<file path="config.mk">
export PLATFORM = sky130hd
export DESIGN_NAME = systolic_popcount_pe
export DESIGN_NICKNAME = d
export VERILOG_FILES = /design/src/rtl/systolic_popcount_pe.sv
export SDC_FILE = /design/constraint.sdc
export NUM_CORES = 1
export LEC_CHECK = 0
export BUFFER_PORTS_ARGS = -buffer_cell sky130_fd_sc_hd__buf_2
export CORE_ASPECT_RATIO = 1.25
export CORE_MARGIN = 3
export CORE_UTILIZATION = 41
export DETAILED_ROUTE_END_ITERATION = 7
export PLACE_DENSITY = 0.64
export RECOVER_POWER = 100
export SLEW_MARGIN = 20
export SYNTH_ARGS = -nofsm -noshare
export SYNTH_HDL_FRONTEND = slang
export SYNTH_SLANG_ARGS = --single-unit
</file>
<file path="constraint.sdc">
create_clock -name clk -period 7.3 [get_ports clk]
set_input_delay 0.365 -clock clk [delete_from_list [all_inputs] [get_ports clk]]
set_output_delay 0.365 -clock clk [all_outputs]
set_load 0.01 [all_outputs]
</file>
<file path="src/rtl/systolic_popcount_pe.sv">
// Binary-CNN systolic PE: XNOR-popcount of activations vs stationary weights, added to a partial sum.
// Optional per-lane mask port enabled by defining SYSTOLIC_PE_LANE_MASK_EN.
module systolic_popcount_pe #(
  parameter int LANES     = 8,
  parameter int SUM_WIDTH = 8
) (
  input  logic                 clk,
  input  logic                 reset,
  input  logic                 weight_load,
  input  logic [LANES-1:0]     weight_in,
`ifdef SYSTOLIC_PE_LANE_MASK_EN
  input  logic [LANES-1:0]     lane_mask,
`endif
  input  logic                 mode,
  input  logic                 in_valid,
  output logic                 in_ready,
  input  logic [LANES-1:0]     act_in,
  input  logic                 last_in,
  input  logic [SUM_WIDTH-1:0] partial_sum_in,
  output logic                 out_valid,
  input  logic                 out_ready,
  output logic [SUM_WIDTH-1:0] partial_sum_out,
  output logic [LANES-1:0]     act_out,
  output logic                 last_out,
  output logic                 sat_out
);

  localparam int PW = $clog2(LANES + 1);
  localparam int EW = SUM_WIDTH + 2;
  localparam logic [SUM_WIDTH-1:0] SUM_MAX = '1;

  // Returns {saturated, clamped value}.
  function automatic logic [SUM_WIDTH:0] sat_clamp(input logic [EW-1:0] x);
    if (x > EW'(SUM_MAX)) sat_clamp = {1'b1, SUM_MAX};
    else                  sat_clamp = {1'b0, x[SUM_WIDTH-1:0]};
  endfunction

  logic [LANES-1:0]     weight_q;
  logic [LANES-1:0]     lane_en;
  logic                 vld_p1_q, vld_p2_q;
  logic [PW-1:0]        pop_p1_q;
  logic [SUM_WIDTH-1:0] psum_p1_q;
  logic [LANES-1:0]     act_p1_q;
  logic                 last_p1_q, mode_p1_q;
  logic [SUM_WIDTH-1:0] sum_p2_q;
  logic [LANES-1:0]     act_p2_q;
  logic                 last_p2_q, sat_p2_q;
  logic [SUM_WIDTH-1:0] acc_q;
  logic                 acc_ovf_q;

`ifdef SYSTOLIC_PE_LANE_MASK_EN
  logic [LANES-1:0]     mask_q;
  assign lane_en = mask_q;
`else
  assign lane_en = '1;
`endif

  logic                 adv1, adv2, accept, emit;
  logic [LANES-1:0]     match;
  logic [PW-1:0]        pop_d;
  logic [EW-1:0]        acc_term, sum_ext, acc_ext;
  logic [SUM_WIDTH:0]   sum_cl, acc_cl;
  logic                 sat_d;

  assign adv2      = !vld_p2_q || out_ready;
  assign adv1      = !vld_p1_q || adv2;
  assign in_ready  = adv1;
  assign accept    = in_valid && adv1;
  assign out_valid = vld_p2_q;

  assign match = ~(act_in ^ weight_q) & lane_en;

  always_comb begin
    pop_d = '0;
    for (int i = 0; i < LANES; i++) pop_d = pop_d + PW'(match[i]);
  end

  // Pass-through beats ignore the accumulator entirely.
  assign emit     = !mode_p1_q || last_p1_q;
  assign acc_term = mode_p1_q ? EW'(acc_q) : '0;
  assign sum_ext  = EW'(psum_p1_q) + acc_term + EW'(pop_p1_q);
  assign acc_ext  = EW'(acc_q) + EW'(pop_p1_q);
  assign sum_cl   = sat_clamp(sum_ext);
  assign acc_cl   = sat_clamp(acc_ext);
  assign sat_d    = sum_cl[SUM_WIDTH] || (mode_p1_q && acc_ovf_q);

  always_ff @(posedge clk or negedge reset) begin
    if (!reset) begin
      weight_q  <= '0;
`ifdef SYSTOLIC_PE_LANE_MASK_EN
      mask_q    <= '1;
`endif
      vld_p1_q  <= 1'b0;
      pop_p1_q  <= '0;
      psum_p1_q <= '0;
      act_p1_q  <= '0;
      last_p1_q <= 1'b0;
      mode_p1_q <= 1'b0;
      vld_p2_q  <= 1'b0;
      sum_p2_q  <= '0;
      act_p2_q  <= '0;
      last_p2_q <= 1'b0;
      sat_p2_q  <= 1'b0;
      acc_q     <= '0;
      acc_ovf_q <= 1'b0;
    end else begin
      if (weight_load) begin
        weight_q <= weight_in;
`ifdef SYSTOLIC_PE_LANE_MASK_EN
        mask_q   <= lane_mask;
`endif
      end
      // Stage 1: popcount and operand capture
      if (adv1) begin
        vld_p1_q <= in_valid;
        if (accept) begin
          pop_p1_q  <= pop_d;
          psum_p1_q <= partial_sum_in;
          act_p1_q  <= act_in;
          last_p1_q <= last_in;
          mode_p1_q <= mode;
        end
      end
      // Stage 2: sum / accumulate and output register
      if (adv2) begin
        vld_p2_q <= vld_p1_q && emit;
        if (vld_p1_q) begin
          if (emit) begin
            sum_p2_q  <= sum_cl[SUM_WIDTH-1:0];
            act_p2_q  <= act_p1_q;
            last_p2_q <= last_p1_q;
            sat_p2_q  <= sat_d;
            if (mode_p1_q) begin
              acc_q     <= '0;
              acc_ovf_q <= 1'b0;
            end
          end else begin
            acc_q     <= acc_cl[SUM_WIDTH-1:0];
            acc_ovf_q <= acc_ovf_q || acc_cl[SUM_WIDTH];
          end
        end
      end
    end
  end

  assign partial_sum_out = sum_p2_q;
  assign act_out         = act_p2_q;
  assign last_out        = last_p2_q;
  assign sat_out         = sat_p2_q;

endmodule

</file>
Word level (Yosys, flattened, before mapping)

Index checks and enable logic that the tools add are counted.

Register bits: 59

Add/subtract/negate cells: 10
Multiplexer cells: 7
Bitwise operators: 2
Order comparisons: 2
Reduce and logical (&&, ||, !) cells: 14
Equality and inequality tests: 1

Operators with widths:

| operator              | count |
|---|---|
| $mux W8               | 3 |
| $mux W9               | 2 |
| $add A4 B1 Y4         | 4 |
| $add A9 B4 Y10        | 1 |
| $gt A10 B8 Y1 const B | 1 |
| $add A8 B4 Y9         | 1 |
| $add A8 B8 Y9         | 1 |
| $gt A9 B8 Y1 const B  | 1 |
| $not A8 Y8            | 1 |
| $xor A8 B8 Y8         | 1 |
| $reduce_and A3 Y1     | 2 |
| $logic_or A1 B1 Y1    | 5 |
| $add A3 B1 Y4         | 1 |
| $add A2 B1 Y3         | 1 |
| $logic_and A1 B1 Y1   | 3 |
| $logic_not A1 Y1      | 3 |
| $add A1 B1 Y2         | 1 |
| $mux W1               | 2 |
| $ne A2 B2 Y1 const B  | 1 |
| $reduce_and A2 Y1     | 1 |

Logic depth before layout (Yosys ltp)

Gate-level depths: netlist of the first run.

Depth in word-level cells: 9
Mapped depth: 11

Worst setup path after synthesis of the first run

No wires, ideal clock.

Path kind: flip-flop to flip-flop
Start point: register weight_q[0]
End point: register pop_p1_q[1]
Path buffers: 0
Data arrival time: 2.937 ns
Slack: 4.281 ns
Library setup time: 0.083 ns
Cell stages (with the launch flop): 11
Period minus slack after synthesis: 3.019 ns
Cells stage by stage: dfrtp_1 > xnor2_1 > fa_1 > inv_1 > fa_1 > fa_1 > inv_1 > ha_1 > inv_1 > fa_1 > o21ai_0

Cells in the longest elaborated chain, start to end: 9

Ends and longest elaborated chain:

| item                        | line | text |
|---|---|---|
| start: declaration          | 38   | `logic [LANES-1:0] weight_q;` |
| start signal: assignment    | 108  | `weight_q <= weight_in;` |
| $xor A8 B8 Y8               | 71   | `assign match = ~(act_in ^ weight_q) & lane_en;` |
| $not A8 Y8                  | 71   |  |
| $add A1 B1 Y2               | 75   | `for (int i = 0; i < LANES; i++) pop_d = pop_d + PW'(match[i]);` |
| $add A2 B1 Y3               | 75   |  |
| $add A3 B1 Y4               | 75   |  |
| $add A4 B1 Y4 (4 in series) | 75   |  |
| end signal: assignment      | 117  | `pop_p1_q <= pop_d;` |
| end: declaration            | 41   | `logic [PW-1:0] pop_p1_q;` |

No other way between the ends.
A chain may end at the register's enable or synchronous reset.

Final worst setup path of the first run

Start point: register mode_p1_q
End point: register sum_p2_q[5] (netlist: partial_sum_out[5])

Cells in the longest elaborated chain, start to end: 5

Ends and longest elaborated chain:

| item                     | line | text |
|---|---|---|
| start: declaration       | 44   | `logic last_p1_q, mode_p1_q;` |
| start signal: assignment | 121  | `mode_p1_q <= mode;` |
| $mux W8                  | 80   | `assign acc_term = mode_p1_q ? EW'(acc_q) : '0;` |
| $add A8 B8 Y9            | 81   | `assign sum_ext = EW'(psum_p1_q) + acc_term + EW'(pop_p1_q);` |
| $add A9 B4 Y10           | 81   |  |
| $gt A10 B8 Y1            | 34   | `if (x > EW'(SUM_MAX)) sat_clamp = {1'b1, SUM_MAX};` |
| $mux W9                  | 34   |  |
| end signal: assignment   | 129  | `sum_p2_q <= sum_cl[SUM_WIDTH-1:0];` |
| end: declaration         | 45   | `logic [SUM_WIDTH-1:0] sum_p2_q;` |

Parallel ways exist; a longest one is shown, timed or not.

==> results of run 1 <==
## layout make-up
| cell class | count | area, sq um | share of cell area [%] |
|---|---|---|---|
| Inverter | 17 | 63.81 | 1.731 |
| Sequential cell | 59 | 1476 | 40.05 |
| Tap cell | 92 | 115.1 | 3.123 |
| Clock inverter | 5 | 77.57 | 2.105 |
| Timing Repair Buffer | 51 | 229.0 | 6.212 |
| Multi-Input combinational cell | 184 | 1587 | 43.04 |
| Clock buffer | 10 | 137.6 | 3.734 |
## registers in the layout, summed over array words and instances, names as in the netlist, 4 cells and up
signal,cells
partial_sum_out,8
act_p1_q,8
psum_p1_q,8
pop_p1_q,4
act_out,8
weight_q,8
acc_q,8
## synth_stat cells, types with 3 or more instances
cell      count  area share, %
a211oi_1      4           0.94
a21o_1        5            1.2
a21oi_1       6           0.94
a31oi_1      11            2.1
and2_1        7            1.4
buf_4         4           0.94
clkbuf_1      3           0.35
dfrtp_1      59             46
fa_1         10            6.2
ha_1         18            7.0
inv_1        17            2.0
mux2_2       34             12
nand2_1      13            1.5
nand2b_1      3           0.59
nor2_1       16            1.9
nor2b_1       4           0.78
o21ai_0       8            1.2
o22a_1        5            1.4
xnor2_1       7            1.9
xor2_1        7            1.9
## through the flow
stage                     util (%)  instance area, sq um  cells  setup slack (ns)
final                        49.22                  3686    418             3.798
after global routing         49.22                  3686    418             3.399
after CTS                    49.97                  3742    418             4.083
after detailed placement     47.10                  3527    403             4.001
after global placement       47.10                  3527    403             4.125
after floorplan                  -                  3207    268             4.281
## cell families (layout without fill, tap and decap cells)
family,Yosys count,count (layout),synth area share [%]
AO/OA/AOI/OAI,55,55,12.76
XOR/XNOR,14,14,3.824
adder cells (fa/ha/maj),28,28,13.27
buffers and inverters,25,83,3.629
flip-flops,59,59,46.04
multiplexers,36,36,12.64
AND/OR/NAND/NOR,51,51,7.843
## placed cells by master (no fill, tap or decap), types with 11 or more instances in the layout
master	Yosys	layout
inv_1	17	17
buf_2	0	30
mux2_2	34	34
clkbuf_1	3	21
nand2_1	13	14
dfrtp_1	59	59
nor2_1	16	17
ha_1	18	18
a31oi_1	11	11
## worst paths after layout
check,start,to,slack (ns),cells after the start
max reg2reg,mode_p1_q$_DFFE_PN0P_,partial_sum_out[5]$_DFFE_PN0P_,3.80,9
max,mode_p1_q$_DFFE_PN0P_,partial_sum_out[5]$_DFFE_PN0P_,3.80,9
max in group asynchronous,reset,acc_q[5]$_DFFE_PN0P_,4.38,2
min,in_valid,vld_p1_q$_DFFE_PN0N_,0.23,2
min reg2reg,act_out[6]$_DFFE_PN0P_,act_out[6]$_DFFE_PN0P_,0.49,1
min in group asynchronous,reset,psum_p1_q[6]$_DFFE_PN0P_,1.15,2
## per-layer routing
layer	vias up	global-route usage (%)	wire [um]
li1	1057	-	-
met1	1036	17.15	2497
met2	50	26.28	3212
met3	8	4.653	318
met4	0	4.977	78
met5	-	0	0
## power by group
part           internal [W]  switching, W  leakage [nW]
clock network      0.000198      0.000127         0.108
registers          0.000416     0.0000639         0.703
logic              0.000244      0.000281         0.886
==> flow_metrics.env, run 1 <==
export IMPL_outcome="finished with violations"
export IMPL_violations="max-capacitance violations, max-slew violations"
export IMPL_async_reset_ff_share_pct=100.0
export IMPL_path_max_fanout=12
export IMPL_path_clk_slew_ns=0.07
export IMPL_antenna_found_initial=0
export IMPL_antennaDiodeCount=0
export IMPL_ys_warn_count=0
export IMPL_detail_route_antenna_nets=0
export IMPL_clkLatencyLatePin_ns=0.33
export IMPL_via_per_inst=5.146
export IMPL_cts_root_buf="clkbuf_8"
export IMPL_cap_violations=2
export IMPL_fp_dieH_um=104.9
export IMPL_io_pins=51
export IMPL_synth_ff_type="dfrtp_1"
export IMPL_start_util_pct=42.82
export IMPL_numCtsBuffers=9
export IMPL_cts_htree_levels=3
export IMPL_leakage_nw=1.698
export IMPL_hold_ws_ns=0.2325
export IMPL_avgSynthCellArea_sq_um=11.97
export IMPL_grtUsageTotal_pct=15.01
export IMPL_nNetsFinal=381
export IMPL_rows=35
export IMPL_synth_edf_count=0
export IMPL_worstSetupPathType="reg2reg"
export IMPL_die_w_um=85.10
export IMPL_cts_tree="done"
export IMPL_die_area_sq_um=8925
export IMPL_required_ns=7.41
export IMPL_maxSlewViolCount=88
export IMPL_cp_end_kind="flop"
export IMPL_grt_pass1_vias=2322
export IMPL_cts_setup_buffers=0
export IMPL_min_period_ns=3.502
export IMPL_grt_ovfl_total=0
export IMPL_rsz0062_at_grt="no"
export IMPL_setup_violations=0
export IMPL_crit_path_frequent_cell="fa_1"
export IMPL_grt_pass1_wl_um=10640
export IMPL_critical_path_slowest_cell="o21ai_0"
export IMPL_postCtsHoldBufs=0
export IMPL_wire_per_inst_um=14.61
export IMPL_cp_top_family="compound AO/OA/AOI/OAI gates"
export IMPL_first_iter_violations=83
export IMPL_drc=0
export IMPL_worst_slew_pin_slew_ns=3.115
export IMPL_tns_ns=0
export IMPL_first_pass_iters=4
export IMPL_core_sq_um=7488
export IMPL_grt_max_degree=60
export IMPL_p_per_area_nw_per_um2=360.9
export IMPL_cp_num_buf_inv=1
export IMPL_vdd_drop_max_v=0.0001565
export IMPL_arrival_ns=3.61
export IMPL_hold_path_class="in2reg"
export IMPL_synth_fp_nets=327
export IMPL_path_cells="nand2_1 -> fa_1 -> inv_1 -> ha_1 -> fa_1 -> a211oi_1 -> o21bai_1 -> o21ai_0 -> a31oi_1"
export IMPL_post_dp_hpwl_um=4509
export IMPL_critPathLaunchType="flop"
export IMPL_clock_skew_ns=0.006933
export IMPL_netlist_area_sq_um=3207
export IMPL_fin_crit_sh_pct=47.98
export IMPL_fmax_ghz=0.2855
export IMPL_dr_total_vias=2151
export IMPL_hold_viol=0
export IMPL_n_fill_cell=733
export IMPL_post_route_cells_drive_above_1_share_pct=25.77
export IMPL_yosys_register_bits=59
export IMPL_cts_resized=0
export IMPL_max_slew_margin_pct=-107.6
export IMPL_total_power_w=0.001330
export IMPL_gp_congestion=0.8523
export IMPL_area_growth_pct=14.94
export IMPL_drt_wl_total_um=6106
export IMPL_cpPeakStageDelay_ns=0.79
export IMPL_cts_path_max_buffers=2
export IMPL_ys_seq_area_share_pct=46.04
export IMPL_io_buffers=50
export IMPL_synth_distinct_cells=41
export IMPL_postSynthCellCount=268
export IMPL_cts_sinks=59
No activity file was read; power rests on OpenSTA's default activity.
==> inputs of run 2 (changes only) <==
==> constraint.sdc (replaced) <==
create_clock -name clk -period 3.35 [get_ports clk]
set_input_delay 0.1675 -clock clk [delete_from_list [all_inputs] [get_ports clk]]
set_output_delay 0.1675 -clock clk [all_outputs]
set_load 0.01 [all_outputs]
==> flow_metrics.env, run 2 (same netlist as run 1, synthesis figures left out) <==
export IMPL_outcome="finished with violations"
export IMPL_violations="max-capacitance violations, max-slew violations"
export IMPL_post_route_cells_drive_above_1_share_pct=25.91
export IMPL_grt_busiest_layer="met2"
export IMPL_rsz0062_at_grt="no"
export IMPL_via_per_inst=5.064
export IMPL_grtUsageTotal_pct=14.39
export IMPL_drt_wl_total_um=5820
export IMPL_crit_path_frequent_cell="fa_1"
export IMPL_cts_htree_levels=3
export IMPL_p_switching_w=0.001012
export IMPL_cp_num_buf_inv=3
export IMPL_critPathLaunchType="flop"
export IMPL_clkLatencyLatePin_ns=0.34
export IMPL_hold_ws_ns=0.03095
export IMPL_gp_congestion=0.8611
export IMPL_fin_crit_sh_pct=94.04
export IMPL_cts_resized=0
export IMPL_tns_ns=0
export IMPL_cts_path_max_buffers=2
export IMPL_met1_usage_pct=16.96
export IMPL_fp_dieH_um=104.9
export IMPL_maxSlewViolCount=59
export IMPL_first_pass_iters=4
export IMPL_post_dp_hpwl_um=4413
export IMPL_arrival_ns=3.39
export IMPL_grt_pass1_wl_um=10180
export IMPL_antenna_found_initial=0
export IMPL_grt_max_degree=31
export IMPL_p_comb_share_pct=39.8
export IMPL_cts_root_buf="clkbuf_8"
export IMPL_first_iter_violations=83
export IMPL_fin_ws_ns=0.1995
export IMPL_pwr_share_seq_pct=37.1
export IMPL_cpPeakStageDelay_ns=0.55
export IMPL_area_growth_pct=14.71
export IMPL_worst_slew_pin_slew_ns=1.833
export IMPL_core_sq_um=7488
export IMPL_switching_share_pct=36.04
export IMPL_detail_route_antenna_nets=0
export IMPL_path_cells="xnor2_1 -> fa_1 -> inv_1 -> fa_1 -> fa_1 -> inv_1 -> ha_1 -> inv_1 -> fa_1 -> o21ai_0"
export IMPL_met3_usage_pct=4.416
export IMPL_postCtsHoldBufs=1
export IMPL_numCtsBuffers=9
export IMPL_start_util_pct=42.82
export IMPL_setup_violations=0
export IMPL_leakage_nw=1.694
export IMPL_wire_per_inst_um=13.86
export IMPL_grt_pass1_vias=2261
export IMPL_final_cell_mix="dfrtp_1, mux2_2, buf_2"
export IMPL_cts_sinks=59
export IMPL_rows=35
export IMPL_cts_tree="done"
export IMPL_dr_total_vias=2127
export IMPL_required_ns=3.59
export IMPL_final_core_util_pct=49.12
export IMPL_path_max_fanout=2
export IMPL_nNetsFinal=382
export IMPL_die_area_sq_um=8925
export IMPL_cap_violations=2
export IMPL_hold_viol=0
export IMPL_min_period_ns=3.150
export IMPL_antennaDiodeCount=0
export IMPL_preCtsSetupSlack_ns=0.2041
export IMPL_path_clk_slew_ns=0.07
export IMPL_layout_commonest_cell="dfrtp_1"
export IMPL_p_per_area_nw_per_um2=762.9
export IMPL_vdd_drop_max_v=0.0003636
export IMPL_drc=0
export IMPL_clkPwrFrac_pct=23.0
export IMPL_cts_setup_buffers=0
export IMPL_grt_ovfl_total=0
export IMPL_worstSetupPathType="reg2reg"
export IMPL_io_pins=51
export IMPL_io_buffers=50
export IMPL_fmax_ghz=0.3174
export IMPL_cp_top_family="adder cells"
export IMPL_die_w_um=85.10
export IMPL_p_int_w=0.001795
export IMPL_max_slew_margin_pct=-22.63
export IMPL_cp_end_kind="flop"
export IMPL_clock_skew_ns=0.005688
export IMPL_hold_path_class="in2reg"
export IMPL_grt_util_met2_pct=24.00
export IMPL_critical_path_slowest_cell="fa_1"
## run 2: per-stage QoR
| step | cell area [sq um] | instances | power, W |
|---|---|---|---|
| 2_1_floorplan | 3207 | 268 | 0.001913 |
| 3_3_place_gp | 3527 | 403 | 0.002198 |
| 3_5_place_dp | 3527 | 403 | 0.002230 |
| 4_1_cts | 3731 | 420 | 0.002883 |
| 5_1_grt | 3679 | 420 | 0.003070 |
| 6_report | 3679 | 420 | 0.002806 |
## run 2: final timing paths
| kind | startpoint | slack (ns) | end | depth (start not counted) |
|---|---|---|---|---|
| min in group asynchronous | reset | 0.77 | partial_sum_out[3]$_DFFE_PN0P_ | 2 |
| setup / recovery | weight_q[0]$_DFFE_PN0P_ | 0.20 | pop_p1_q[1]$_DFFE_PN0P_ | 10 |
| hold reg to reg | act_out[6]$_DFFE_PN0P_ | 0.49 | act_out[6]$_DFFE_PN0P_ | 1 |
| hold / removal | in_valid | 0.03 | vld_p1_q$_DFFE_PN0N_ | 2 |
| setup reg to reg | weight_q[0]$_DFFE_PN0P_ | 0.20 | pop_p1_q[1]$_DFFE_PN0P_ | 10 |
| max in group asynchronous | reset | 1.11 | last_out$_DFFE_PN0P_ | 3 |
## run 2: power groups by stage
| stage | logic [W] | clock network [W] | registers [W] |
|---|---|---|---|
| after floorplan | 0.000843 | 0 | 0.00107 |
| after global placement | 0.00115 | 0 | 0.00105 |
| after detailed placement | 0.00117 | 0 | 0.00106 |
| after CTS | 0.00118 | 0.000662 | 0.00104 |
| after global routing | 0.00130 | 0.000694 | 0.00108 |
| final | 0.00112 | 0.000647 | 0.00104 |
## run 2: layout make-up
class,instances,area [sq um]
Inverter,17,63.81
Tap cell,92,115.1
Fill cell,691,3810
Sequential cell,59,1476
Clock inverter,5,52.55
Clock buffer,11,141.4
Timing Repair Buffer,52,239.0
Multi-Input combinational cell,184,1590
## run 2: worst reg2reg max path: cells and delay by family, from the launching register on
kind                       cells  cell delay [ns]
adders and majority gates      5             2.18
AOI/OAI and AO/OA              1             0.16
DFF                            1             0.39
xor gates and xnor gates       1             0.15
buffers and inverters          3             0.17
## run 2: routing by layer
layer,vias to the layer above,share of wire [%]
li1,1053,-
met1,1018,44
met2,47,49
met3,9,5.2
met4,0,1.9
met5,-,0
